$ cat src/rtl/sys_ctrl.sv
// UART-command system controller: decodes framed RX bytes into RF writes/reads and ALU
// operations, and returns results to the TX FIFO. Optional frame timeout: SYS_CTRL_TIMEOUT_EN.
module sys_ctrl #(
  parameter int DATA_WIDTH     = 8,
  parameter int ADDR_WIDTH     = 4,
  parameter int FUN_WIDTH      = 4,
  parameter int TIMEOUT_CYCLES = 1023
) (
  input  logic                    CLK,
  input  logic                    RST,
  input  logic [DATA_WIDTH-1:0]   UART_RX_DATA,
  input  logic                    UART_RX_VLD,
  input  logic                    FIFO_FULL,
  input  logic                    RF_RdData_VLD,
  input  logic [DATA_WIDTH-1:0]   RF_RdData,
  input  logic [2*DATA_WIDTH-1:0] ALU_OUT,
  input  logic                    ALU_OUT_VLD,
  output logic                    RF_WrEn,
  output logic                    RF_RdEn,
  output logic                    CLKG_EN,
  output logic                    CLKDIV_EN,
  output logic                    ALU_EN,
  output logic [ADDR_WIDTH-1:0]   RF_Address,
  output logic [DATA_WIDTH-1:0]   RF_WrData,
  output logic [FUN_WIDTH-1:0]    ALU_FUN,
  output logic [DATA_WIDTH-1:0]   UART_TX_DATA,
  output logic                    UART_TX_VLD
);

  localparam logic [DATA_WIDTH-1:0] CMD_WR      = 'hAA;
  localparam logic [DATA_WIDTH-1:0] CMD_RD      = 'hBB;
  localparam logic [DATA_WIDTH-1:0] CMD_ALU_OP  = 'hCC;
  localparam logic [DATA_WIDTH-1:0] CMD_ALU_FUN = 'hDD;

  typedef enum logic [3:0] {
    S_IDLE, S_WR_ADDR, S_WR_DATA, S_RD_ADDR, S_RD_WAIT,
    S_ALU_A, S_ALU_B, S_ALU_FUN, S_ALU_WAIT,
    S_TX_RD, S_TX_LSB, S_TX_MSB
  } state_t;

  state_t                  state;
  logic [ADDR_WIDTH-1:0]   wr_addr;
  logic [2*DATA_WIDTH-1:0] tx_hold;
  logic                    timed_out;

  // The divider runs whenever the block is out of reset.
  assign CLKDIV_EN = RST;

`ifdef SYS_CTRL_TIMEOUT_EN
  localparam int CNT_W = $clog2(TIMEOUT_CYCLES + 1);

  logic [CNT_W-1:0] idle_cnt;
  logic             in_frame;

  always_ff @(posedge CLK or negedge RST) begin
    if (!RST) begin
      idle_cnt <= '0;
    end else if (UART_RX_VLD) begin
      idle_cnt <= '0;
    end else if (idle_cnt != CNT_W'(TIMEOUT_CYCLES)) begin
      idle_cnt <= idle_cnt + 1'b1;
    end
  end

  // Only states that are waiting for another command byte can be abandoned.
  assign in_frame  = (state inside {S_WR_ADDR, S_WR_DATA, S_RD_ADDR, S_ALU_A, S_ALU_B, S_ALU_FUN});
  assign timed_out = in_frame && !UART_RX_VLD && (idle_cnt == CNT_W'(TIMEOUT_CYCLES - 1));
`else
  assign timed_out = 1'b0;
`endif

  always_ff @(posedge CLK or negedge RST) begin
    if (!RST) begin
      state        <= S_IDLE;
      wr_addr      <= '0;
      tx_hold      <= '0;
      RF_WrEn      <= 1'b0;
      RF_RdEn      <= 1'b0;
      CLKG_EN      <= 1'b0;
      ALU_EN       <= 1'b0;
      RF_Address   <= '0;
      RF_WrData    <= '0;
      ALU_FUN      <= '0;
      UART_TX_DATA <= '0;
      UART_TX_VLD  <= 1'b0;
    end else begin
      RF_WrEn     <= 1'b0;
      UART_TX_VLD <= 1'b0;
      if (timed_out) begin
        state   <= S_IDLE;
        CLKG_EN <= 1'b0;
      end else begin
        case (state)
          S_IDLE: begin
            if (UART_RX_VLD) begin
              case (UART_RX_DATA)
                CMD_WR:      state <= S_WR_ADDR;
                CMD_RD:      state <= S_RD_ADDR;
                CMD_ALU_OP:  state <= S_ALU_A;
                CMD_ALU_FUN: begin
                  state   <= S_ALU_FUN;
                  CLKG_EN <= 1'b1;
                end
                default:     state <= S_IDLE;
              endcase
            end
          end
          S_WR_ADDR: begin
            if (UART_RX_VLD) begin
              wr_addr <= UART_RX_DATA[ADDR_WIDTH-1:0];
              state   <= S_WR_DATA;
            end
          end
          S_WR_DATA: begin
            if (UART_RX_VLD) begin
              RF_WrEn    <= 1'b1;
              RF_Address <= wr_addr;
              RF_WrData  <= UART_RX_DATA;
              state      <= S_IDLE;
            end
          end
          S_RD_ADDR: begin
            if (UART_RX_VLD) begin
              RF_Address <= UART_RX_DATA[ADDR_WIDTH-1:0];
              RF_RdEn    <= 1'b1;
              state      <= S_RD_WAIT;
            end
          end
          S_RD_WAIT: begin
            if (RF_RdData_VLD) begin
              tx_hold <= {{DATA_WIDTH{1'b0}}, RF_RdData};
              RF_RdEn <= 1'b0;
              state   <= S_TX_RD;
            end
          end
          S_ALU_A: begin
            if (UART_RX_VLD) begin
              RF_WrEn    <= 1'b1;
              RF_Address <= ADDR_WIDTH'(0);
              RF_WrData  <= UART_RX_DATA;
              state      <= S_ALU_B;
            end
          end
          S_ALU_B: begin
            if (UART_RX_VLD) begin
              RF_WrEn    <= 1'b1;
              RF_Address <= ADDR_WIDTH'(1);
              RF_WrData  <= UART_RX_DATA;
              CLKG_EN    <= 1'b1;
              state      <= S_ALU_FUN;
            end
          end
          S_ALU_FUN: begin
            if (UART_RX_VLD) begin
              ALU_FUN <= UART_RX_DATA[FUN_WIDTH-1:0];
              ALU_EN  <= 1'b1;
              state   <= S_ALU_WAIT;
            end
          end
          S_ALU_WAIT: begin
            if (ALU_OUT_VLD) begin
              tx_hold <= ALU_OUT;
              ALU_EN  <= 1'b0;
              CLKG_EN <= 1'b0;
              state   <= S_TX_LSB;
            end
          end
          // TX data is reloaded every cycle so it is already correct when the strobe rises.
          S_TX_RD, S_TX_LSB: begin
            UART_TX_DATA <= tx_hold[DATA_WIDTH-1:0];
            if (!FIFO_FULL) begin
              UART_TX_VLD <= 1'b1;
              state       <= (state == S_TX_RD) ? S_IDLE : S_TX_MSB;
            end
          end
          S_TX_MSB: begin
            UART_TX_DATA <= tx_hold[2*DATA_WIDTH-1:DATA_WIDTH];
            if (!FIFO_FULL) begin
              UART_TX_VLD <= 1'b1;
              state       <= S_IDLE;
            end
          end
          default: state <= S_IDLE;
        endcase
      end
    end
  end

endmodule

$ cat config.mk
export PLATFORM = sky130hd
export DESIGN_NAME = sys_ctrl
export DESIGN_NICKNAME = d
export VERILOG_FILES = /design/src/rtl/sys_ctrl.sv
export SDC_FILE = /design/constraint.sdc
export NUM_CORES = 1
export LEC_CHECK = 0
export BUFFER_PORTS_ARGS = -buffer_cell sky130_fd_sc_hd__buf_2
export CAP_MARGIN = 10
export CORE_MARGIN = 2
export CORE_UTILIZATION = 30
export CTS_BUF_LIST = sky130_fd_sc_hd__clkbuf_4 sky130_fd_sc_hd__clkbuf_8
export DETAILED_ROUTE_END_ITERATION = 10
export GPL_ROUTABILITY_DRIVEN = 0
export SYNTH_ARGS = -nofsm -noshare
export SYNTH_HDL_FRONTEND = slang
export SYNTH_SLANG_ARGS = --single-unit
export TNS_END_PERCENT = 100
$ cat constraint.sdc
create_clock -name CLK -period 1.8 [get_ports CLK]
set_clock_uncertainty 0.2 [all_clocks]
set_input_delay 0 -clock CLK [delete_from_list [all_inputs] [get_ports CLK]]
set_output_delay 0 -clock CLK [all_outputs]
set_load 0.01 [all_outputs]
# ---- After elaboration in Yosys (flattened, before gate mapping)
# Cells that the tools add are included.
dict set report totals {
  in_bits 38
  elab_cells 92
  ff_bits 53
}
dict set report op_classes {
  n_mux 34
  n_eq_ne 27
  n_reduce_logical 19
}
# operator n
set ops {}
lappend ops {{4-bit 2-to-1 mux} 15}
lappend ops {{4-bit case mux with 11 select lines} 1}
lappend ops {{8-bit equality test (second input constant)} 4}
lappend ops {{16-bit 2-to-1 mux} 2}
lappend ops {{16-bit case mux with 2 select lines} 1}
lappend ops {{2-bit inequality test (second input constant)} 11}
lappend ops {{4-bit by 3-bit equality test with 1-bit output (second input constant)} 4}
lappend ops {{4-bit equality test (second input constant)} 4}
lappend ops {{4-bit case mux with 4 select lines} 1}
lappend ops {{8-bit case mux with 2 select lines} 1}
lappend ops {{3-bit case mux with 4 select lines} 1}
lappend ops {{11-bit AND reduction} 1}
lappend ops {{5-bit AND reduction} 2}
lappend ops {{1-bit 2-to-1 mux} 9}
lappend ops {{3-bit AND reduction} 3}
lappend ops {{4-bit by 2-bit equality test with 1-bit output (second input constant)} 2}
lappend ops {{2-bit nonzero test} 4}
lappend ops {{2-bit AND reduction} 3}
lappend ops {{3-bit OR reduction} 2}
lappend ops {{4-bit by 1-bit equality test with 1-bit output (second input constant)} 1}
lappend ops {{4-bit zero test} 1}
lappend ops {{1-bit case mux with 2 select lines} 2}
lappend ops {{4-bit nonzero test} 1}
lappend ops {{1-bit case mux with 3 select lines} 1}
lappend ops {{3 further kinds} 3}

# ---- Depth between registers and ports, before layout
# Gate-level depths: netlist of run 1.
dict set report logic_depth {
  ltp_word 4
  mapped_depth 7
  mapped_depth_nobuf 5
}

# ---- Worst setup path after synthesis of run 1
# Ideal clock, no wire load.
dict set report synth_timing {
  path_type {register -> register}
  start {register state[1]}
  end {register state[1]}
  stages_incl_launch_ff 7
  required_ns 1.531
  setup_time_ns 0.069
  slack_ns -0.163
  t_arrival_ns 1.694
  cell_sequence {dfrtp_1 buf_6 nor3b_1 a2111oi_4 o21bai_2 or4_1 nand3_1}
}
dict set report synth_via {
  elab_chain_len 4
  word_cells_on_any_way 28
}
# item line
set synth_rtl {}
lappend synth_rtl {{start: declaration} 41} ;# state_t state;
lappend synth_rtl {{start signal: assignment} 173} ;# state <= (state == S_TX_RD) ? S_IDLE : S_TX_MSB;
lappend synth_rtl {{4-bit equality test, on equally long branches} {93, 173}}
lappend synth_rtl {{4-bit 2-to-1 mux / 2-bit OR reduction (equally long branches)} {173, 93}}
lappend synth_rtl {{4-bit 2-to-1 mux / 2-bit inequality test (equally long branches)} --}
lappend synth_rtl {{4-bit case mux with 11 select lines / 11-bit AND reduction (equally long branches)} --}
# Several ways; a longest one is shown, not always the timed one. The select of a mux whose other input is x is not followed.
# A chain may end at the register's enable or synchronous reset.

# ---- Worst setup path after layout of run 1
dict set report layout_timing {
  start {register state[0]}
  end {register state[1]}
}
# The elaborated chain is that of the path after synthesis.

==> results.md, run 1 <==
- Status: finished with violations
- Failing checks: negative setup slack
- CTS H-tree lvls: 2
- ANT cells: 0
- Num CTS Buffers: 5
- Slew margin rel.: 52.8%
- Sink Count: 53
- TritonCTS clock tree: built
- Seq/Total Area, Yosys: between 50% and 60%
- Core Area: around 8600 µm²
- Detailed-route via count: ~2500
- Fin nets: 428
- Total GRT Usage: between 10% and 20%
- Pins Over Slew Limit: 0
- Die Ht: slightly below 100 µm
- Hold WC Path Type: input port to flip-flop
- First DRT Iteration DRCs: 172
- Mapped cell area: between 2000 and 3000 µm²
- Synth Register Bits: 53
- DRT Wirelength: between 7000 and 8000 µm
- CTS clock-pin slew for the worst setup and hold paths: approximately 0.1 ns
- Crit Reg-Reg Endpoint: state[1]
- Critical path type: flip-flop to flip-flop
- Fin crit share: 111%
- Initial antenna violation count: 0
- Peak supply drop: roughly 0.53 mV
- Total power: 6.23 mW
- Vias in the first global route: 2562
- DR vias/cell: 5.00
- Crit path capture: state[1]
- Max Cap Viol: 0
- Cell taking the most area after synthesis: dfrtp_1
- Synth cell types: 54
- Die width: just under 100 µm
- Leak: approximately 1.9 nW
- Cells after synthesis: about 250
- Critical Path RT: 1.84 ns
- Unrepaired setup endpoints after global routing: yes
- # IOs: 68
- Worst skew pair latency: ~0.30 ns
- Main synth FF type: dfrtp_1
- IO buf count: 67
- # fillers: about 800
- Share of layout cells above drive strength 1: 43.2%
- Worst-margin pin slew: roughly 0.7 ns
- FF-to-FF Start: state[0]
- Post-DP HPWL: around 5400 µm
- Most frequent cells in the layout: 67 x buf_2, 50 x dfrtp_1, 37 x dlygate4sd3_1
- Final setup vio count: 17
- Global route overflow: 0
- Final WS setup: -0.189 ns
- Post-route insts no fill: approximately 500
- CP endpoint kind: flip-flop
- Crit-path max FO: 7
- Drt drc: 0
- Largest net degree at the start of global routing: 23
- Syn nets: 292
- Most common cell after layout, fill and taps aside: buf_2
- Area grow syn2layout: 51.1%
- First-pass GRT wire length: approximately 13000 µm
- Synth warn: 0
- Final Critical Period: about 2 ns
- R2r setup slk: -0.19 ns
- Share of flip-flops with an asynchronous set or reset: 100%
- Syn_area_per_cell: roughly 10 µm²
- Startpoint type of the worst setup path: flip-flop
- Cell Rows: 34
- PD cells: around 1600 nW/µm²
- Worst EP arrival: about 2 ns
- Maximum clock frequency: 503 MHz
- First-pass DRT Iterations: 4
- Crit path from: state[0]
- EDFF count, synth: 0
- Routed wire per std cell: about 16 µm
- Antenna-violating nets left: 0
- Worst r2r path cells: 5
- Starting Density: a little under a third
- Synth top area cells: dfrtp_1 50%, mux2_2 6.8%, nor2_1 4.4%
- Die ar.: 9560 µm²
- Top-area cell type share of the netlist area: 50.3%
- CTS max path bufs: 2
- Pre-CTS WS: -0.192 ns
- Final hold vios: 0
- CTS root buf: clkbuf_8
- Placed cell count: 450
## logic make-up (layout without fill, tap and decap cells)
| logic type | count (synthesis) | in the layout | synth area share (%) |
|---|---|---|---|
| AND/OR/NAND/NOR | 83 | 83 | 15.6 |
| AO/OA/AOI/OAI | 73 | 73 | 19.1 |
| flip-flops | 53 | 53 | 50.3 |
| multiplexers | 24 | 24 | 9.86 |
| buffers and inverters | 19 | 156 | 4.55 |
| XOR/XNOR | 2 | 2 | 0.664 |
## report_power, final
group	internal (mW)	leakage, nW	switching (mW)
Combinational	1.71	1.16	1.69
Sequential	1.75	0.645	0.386
Clock	0.293	0.0490	0.397
## worst min-delay path by stage
stage / startpoint / to / slack, ns / cells after the start
floorplan: RST / ALU_EN / -0.50 / 0
global placement: RST / tx_hold[15] / -0.24 / 1
detailed placement: RST / tx_hold[3] / -0.24 / 1
CTS: UART_RX_VLD / wr_addr[3] / 0.05 / 3
global route: UART_RX_VLD / wr_addr[3] / 0.07 / 3
finish: UART_RX_VLD / wr_addr[3] / 0.07 / 3
## cells in the mapped netlist, types with 2 or more instances
master    instances
dfrtp_1          53
nor2_1           31
nand2_1          24
mux2_2           16
a21oi_1          15
o21ai_0          15
a22o_1            8
mux2i_1           8
o22ai_1           8
a21o_1            7
clkbuf_1          5
buf_2             4
nand3_1           4
nor3_1            4
buf_6             3
inv_1             3
a311oi_1          2
a31oi_1           2
a32oi_1           2
nor2b_1           2
nor4_1            2
o221ai_1          2
or4_1             2
xor2_1            2
## state kept, by name (all words and copies together) (netlist names)
register      count
tx_hold          16
RF_WrData         8
UART_TX_DATA      8
ALU_FUN           4
RF_Address        4
state             4
wr_addr           4
ALU_EN            1
CLKG_EN           1
RF_RdEn           1
RF_WrEn           1
UART_TX_VLD       1
## stage by stage
step	hold WS, ns	utilization, %	TNS [ns]	area (µm²)
after global routing	0.0746	46.2	-3.03	3990
after detailed placement	-0.236	38.3	-3.78	3310
final	0.0659	46.2	-1.55	3990
after global placement	-0.245	38.3	-3.17	3310
after floorplan	-0.496	-	-0.189	2670
after CTS	0.0492	45.0	-0.984	3890
## area by class of cell
cell class	count	area (µm²)	share of cell area [%]
clock inverter	2	13.8	0.345
clock buffer	6	76.3	1.91
multi-input combinational	182	1360	34.2
timing repair buffer	144	1050	26.4
sequential	53	1330	33.4
inverter	4	15.0	0.377
tap	108	135	3.39
## worst max-delay path, cell delays in order, from the launching register on
cell and delay [ns]:
dfrtp_2 0.47, and2b_4 0.21, a2111oi_4 0.34, o21bai_4 0.10, or4_4 0.52, nand3_2 0.08
## metal layers
layer / GRT usage (%) / vias to the layer above / share of wire, %
met2: 25.6 / 69 / 47
met5: 0 / - / 0
met1: 23.2 / 1221 / 47
met4: 5.77 / 0 / 2.3
li1: - / 1189 / -
met3: 2.00 / 15 / 3.7
## what timing repair did
item                                    CTS  global route
pin swaps                                 6             4
setup buffers                             2             2
resized for setup                        26            18
endpoints found under the setup margin   34            47
hold buffers                             37             0
endpoints found under the hold margin    92             0
Note: power is estimated with default switching activity, not from simulation.
==> run 2, diff against run 1 <==
Settings changed: CORE_MARGIN 2 to 3.
Clock period 1.8 ns to 2.1 ns, I/O delays scaled along.
==> results.md, run 2 (synthesized netlist as in run 1, its figures left out) <==
- Startpoint type of the worst setup path: flip-flop
- # IOs: roughly 70
- Routed wire per std cell: about 15 µm
- Initial antenna violation count: 0
- Total GRT Usage: between 15 and 20%
- First DRT Iteration DRCs: 191
- Most common cell after layout, fill and taps aside: buf_2
- Critical path type: flip-flop to flip-flop
- Maximum clock frequency: 493 MHz
- CTS root buf: clkbuf_8
- Final hold vios: 0
- Final Critical Period: 2.03 ns
- Sink Count: between 50 and 60
- Die ar.: roughly 10000 µm²
- Die Ht: approximately 100 µm
- Most frequent cells in the layout: 67 x buf_2, 50 x dfrtp_1, 38 x dlygate4sd3_1
- GRT busiest layer: met2
- Drt drc: 0
- Die width: around 100 µm
- Vias in the first global route: 2377
- Pins Over Slew Limit: 0
- Top reg by flops: tx_hold
- Leak: around 1.7 nW
- Share of layout cells above drive strength 1: 33.8%
- DR vias/cell: ~5.0
- Power share of the clock group: between 10 and 15%
- Core Area: ~8400 µm²
- Worst skew pair latency: a little over 0.3 ns
- Unrepaired setup endpoints after global routing: no
- Combinational Power Share: between 40% and 50%
- CTS clock-pin slew for the worst setup and hold paths: about 0.1 ns
- Switching power: 1.92 mW
- Crit-path max FO: 8
- Fin area: around 3700 µm²
- Hold WC Path Type: input port to async pin
- Post-DP HPWL: about 5200 µm
- IO buf count: 67
- PD cells: around 1300 nW/µm²
- Largest regs: tx_hold x16, RF_WrData x8, UART_TX_DATA x8
- ANT cells: 0
- Starting Density: 31.5%
- Cell Rows: 33
- M2 GR Usage: roughly a quarter
- Area grow syn2layout: 38.9%
- Global route overflow: 0
- Critical Path RT: 2.14 ns
- Detailed-route via count: ~2400
- Met1 GRT Util: between 20% and 30%
- Fin nets: between 400 and 500
- Final setup vio count: 0
- Final Core Density: 43.7%
- Num CTS Buffers: 5
- First-pass DRT Iterations: 4
- DRT Wirelength: 7350 µm
- Part of the power in registers: between 30% and 40%
- Largest net degree at the start of global routing: between 40 and 50
- CP endpoint kind: flip-flop
- Fin crit share: between 90% and 100%
- First-pass GRT wire length: ~12000 µm
- Antenna-violating nets left: 0
- Max Cap Viol: 0
- Worst-margin pin slew: 0.680 ns
- Setup TNS: 0 ns
- Status: finished clean
- Internal power: 2.88 mW
- CTS H-tree lvls: 2
- Max reg flops: 16
- Placement Cell Area: about 3200 µm²
- Post-CTS Setup Inserts: 0
- Worst EP arrival: 2.07 ns
- TritonCTS clock tree: built
- Peak supply drop: ~0.44 mV
- CTS max path bufs: 2
- Slew margin rel.: a little over half
- Switching share of power: 40.0%
- Met3 usage: under 10%
==> run 2: cell types whose count changed in the layout (fill, tap and decap cells not counted), sizes merged <==
| cell | change |
|---|---|
| dlygate4sd3 | +1 |
| buf | -19 |
| clkinv | -1 |
| clkinvlp | +2 |
| inv | -1 |
==> run 2: worst paths after layout <==
check	start	endpoint	slack, ns	cells past startpoint
worst max-delay path	state[0]	state[1]	0.07	5
worst min-delay path	RST	RF_Address[2]	0.04	3
worst max register to register	state[0]	state[1]	0.07	5
worst min register to register	RF_Address[2]	RF_Address[2]	0.28	1
max in group asynchronous	RST	state[3]	0.64	3
min in group CLK	FIFO_FULL	UART_TX_VLD	0.25	3
==> run 2: layer usage <==
metal	share of wire [%]	up-vias
met4	1.3	0
met5	0	-
met1	46	1143
met3	5.0	8
li1	-	1151
met2	48	72
==> run 2: critical path, stage by stage, from the launching register on <==
cell and delay [ns]:
dfrtp_2 0.46, and2b_4 0.19, a2111oi_4 0.36, o21bai_2 0.14, or4_1 0.51, nand3_1 0.10
==> run 2: per-stage QoR <==
stage | worst slack (ns) | total power, mW | hold slack [ns] | cells
after floorplan | 0.137 | 3.32 | -0.496 | 254
after global placement | 0.103 | 4.09 | -0.262 | 432
after detailed placement | 0.0640 | 4.16 | -0.263 | 432
after CTS | 0.0299 | 4.82 | 0.0804 | 478
after global routing | 0.00820 | 5.20 | 0.0779 | 478
final | 0.0701 | 4.81 | 0.0438 | 478
==> run 2: power by group through the flow <==
stage	logic [mW]	clock network (mW)	registers (mW)
5_1_grt	2.66	0.652	1.88
3_5_place_dp	2.33	0	1.83
6_report	2.40	0.596	1.81
2_1_floorplan	1.47	0	1.85
3_3_place_gp	2.29	0	1.80
4_1_cts	2.40	0.610	1.81
==> run 2: layout make-up <==
| cell class | instances | area (µm²) |
|---|---|---|
| clock buffers | 6 | 76.3 |
| multi-input cells | 182 | 1200 |
| clock inverters | 2 | 15.0 |
| fillers | 817 | 4720 |
| inverters | 4 | 15.0 |
| repair buffers | 126 | 898 |
| flip-flops and latches | 53 | 1330 |
| well taps | 105 | 131 |
==> run 2: what timing repair did <==
| item | in CTS | in global routing |
|---|---|---|
| endpoints found under the setup margin | 0 | 3 |
| resized for setup | 0 | 4 |
| hold buffers | 38 | 0 |
| hold endpoints to repair | 92 | 0 |
==> run 3, diff against run 2 <==
Settings changed: CELL_PAD_IN_SITES_DETAIL_PLACEMENT set to 0, CELL_PAD_IN_SITES_GLOBAL_PLACEMENT set to 1, PLACE_DENSITY_LB_ADDON set to 0.1, TNS_END_PERCENT 100 to 1.
==> results.md, run 3 (synthesized netlist as in run 1, its figures left out) <==
- Worst path bufs/invs: 1
- Top reg by flops: tx_hold
- Final hold vios: 0
- Antenna-violating nets left: 0
- Detailed-route via count: roughly 2300
- Drt drc: 0
- Fin crit share: between 90 and 100%
- First-pass DRT Iterations: 4
- Met2 Routed Length: 3290 µm
- Die Ht: about 100 µm
- Final Critical Period: between 2 and 2.5 ns
- Combinational Power Share: between 40 and 50%
- Die width: 99.8 µm
- Leak: ~1.7 nW
- DRT Wirelength: between 7000 and 8000 µm
- Num CTS Buffers: 5
- Total GRT Usage: approximately 16%
- Post-route insts no fill: roughly 480
- Critical path cell sequence: or4_1 > o221ai_1 > o21bai_2 > buf_4 > o211ai_1 > nand3_1
- Share of layout cells above drive strength 1: between 30% and 40%
- Peak supply drop: around 0.41 mV
- R2r setup slk: 0.07 ns
- Most frequent cells in the layout: 67 x buf_2, 51 x dfrtp_1, 37 x dlygate4sd3_1
- Worst r2r path cells: 6
- Worst hold start: ALU_OUT_VLD
- Crit-path max FO: 9
- WHS Path Cells: 4
- CP top delay family: simple AND/OR/NAND/NOR gates
- First-pass GRT wire length: approximately 13000 µm
- Sink Count: 53
- Met3 wire length: about 340 µm
- Crit Reg-Reg Endpoint: state[1]
- Slew margin rel.: roughly 55%
- Critical path's slowest cell: or4_1
- Worst skew pair latency: ~0.31 ns
- Critical path type: flip-flop to flip-flop
- Total power: slightly below 5 mW
- Final Core Density: 43.9%
- CTS root buf: clkbuf_8
- Die ar.: 9960 µm²
- Global route overflow: 0
- # IOs: between 60 and 70
- Switching share of power: between 30% and 40%
- Pins Over Slew Limit: 0
- Largest regs: tx_hold x16, RF_WrData x8, UART_TX_DATA x8
- CTS max path bufs: 2
- Placement Cell Area: 3200 µm²
- Power share of the clock group: a little over an eighth
- ANT cells: 0
- Fin nets: about 410
- CP endpoint kind: flip-flop
- IO buf count: 67
- Worst EP arrival: 2.07 ns
- Starting Density: a little under a third
- FF-to-FF Start: state[2]
- Worst-margin pin slew: 0.666 ns
- Initial antenna violation count: 0
- Max Cap Viol: 0
- Top routing layer in use: met4
- Placed cell count: roughly 440
- # fillers: about 800
- Switching power: roughly 1.9 mW
- Most common cell after layout, fill and taps aside: buf_2
- Vias in the first global route: ~2400
- Fin area: 3680 µm²
- Cell Rows: 33
- Final setup vio count: 0
- Largest net degree at the start of global routing: 24
- First DRT Iteration DRCs: roughly 160
- M1 wire length: between 3000 and 4000 µm
- DR vias/cell: around 4.8
- Part of the power in registers: ~37%
- Maximum clock frequency: between 400 and 500 MHz
- Internal power: between 3 and 4 mW
- PD cells: roughly 1300 nW/µm²
- Routed wire per std cell: between 15 and 20 µm
- Status: finished clean
- WHS Endpoint: ALU_EN
- Max reg flops: 16
- Max stage delay on crit path: 0.52 ns
- Area grow syn2layout: 39.5%
- TritonCTS clock tree: built
- Hold WC Path Type: input port to flip-flop
- CTS clock-pin slew for the worst setup and hold paths: 0.10 ns
- Hold_ws: ~0.035 ns
- CTS H-tree lvls: 2
- Startpoint type of the worst setup path: flip-flop
- Core Area: 8380 µm²
- Post-DP HPWL: around 5400 µm
- Critical Path RT: approximately 2.1 ns
run 3: per-layer routing:
layer / vias to the layer above / GRT usage, %
li1: 1165 / -
met1: 1097 / 23.9
met2: 55 / 23.9
met3: 6 / 3.54
met4: 0 / 4.20
met5: - / 0
run 3: area by class of cell:
type                            count  area (µm²)  area share (%)
Multi-Input combinational cell    182        1190            32.4
Timing Repair Buffer              130         911            24.7
Clock inverter                      2        35.0           0.951
Clock buffer                        5        68.8            1.87
Inverter                            4        15.0           0.408
Tap cell                          105         131            3.57
Sequential cell                    53        1330            36.1
run 3: power groups by stage:
stage	clock (mW)	sequential (mW)	combinational [mW]
after floorplan	0	1.85	1.47
final	0.678	1.81	2.45
after global routing	0.752	1.88	2.74
after detailed placement	0	1.83	2.39
after global placement	0	1.82	2.40
after CTS	0.705	1.81	2.45
run 3: timing repair:
action                                  CTS  global route
hold endpoints to repair                 91             0
hold buffers                             37             0
resized for setup                         0             3
endpoints found under the setup margin    0             3
setup buffers                             0             1
run 3: worst max-delay path by stage:
stage	start	end	slack (ns)	cells past startpoint
floorplan	state[1]	state[1]	0.14	6
global placement	state[0]	state[1]	0.1	6
detailed placement	state[0]	state[1]	0.05	5
CTS	state[0]	state[1]	0.05	5
global route	state[0]	state[1]	-0.02	6
finish	state[2]	state[1]	0.07	6
run 3: per-stage QoR:
step	setup TNS, ns	setup WS [ns]
global placement	0	0.0956
floorplan	0	0.137
detailed placement	0	0.0533
global route	-0.0158	-0.0158
finish	0	0.0711
CTS	0	0.0468
run 3: worst min-delay path: stages:
cell,delay (ns)
buf_2,0.13
nand3_1,0.11
buf_4,0.16
a21o_1,0.11
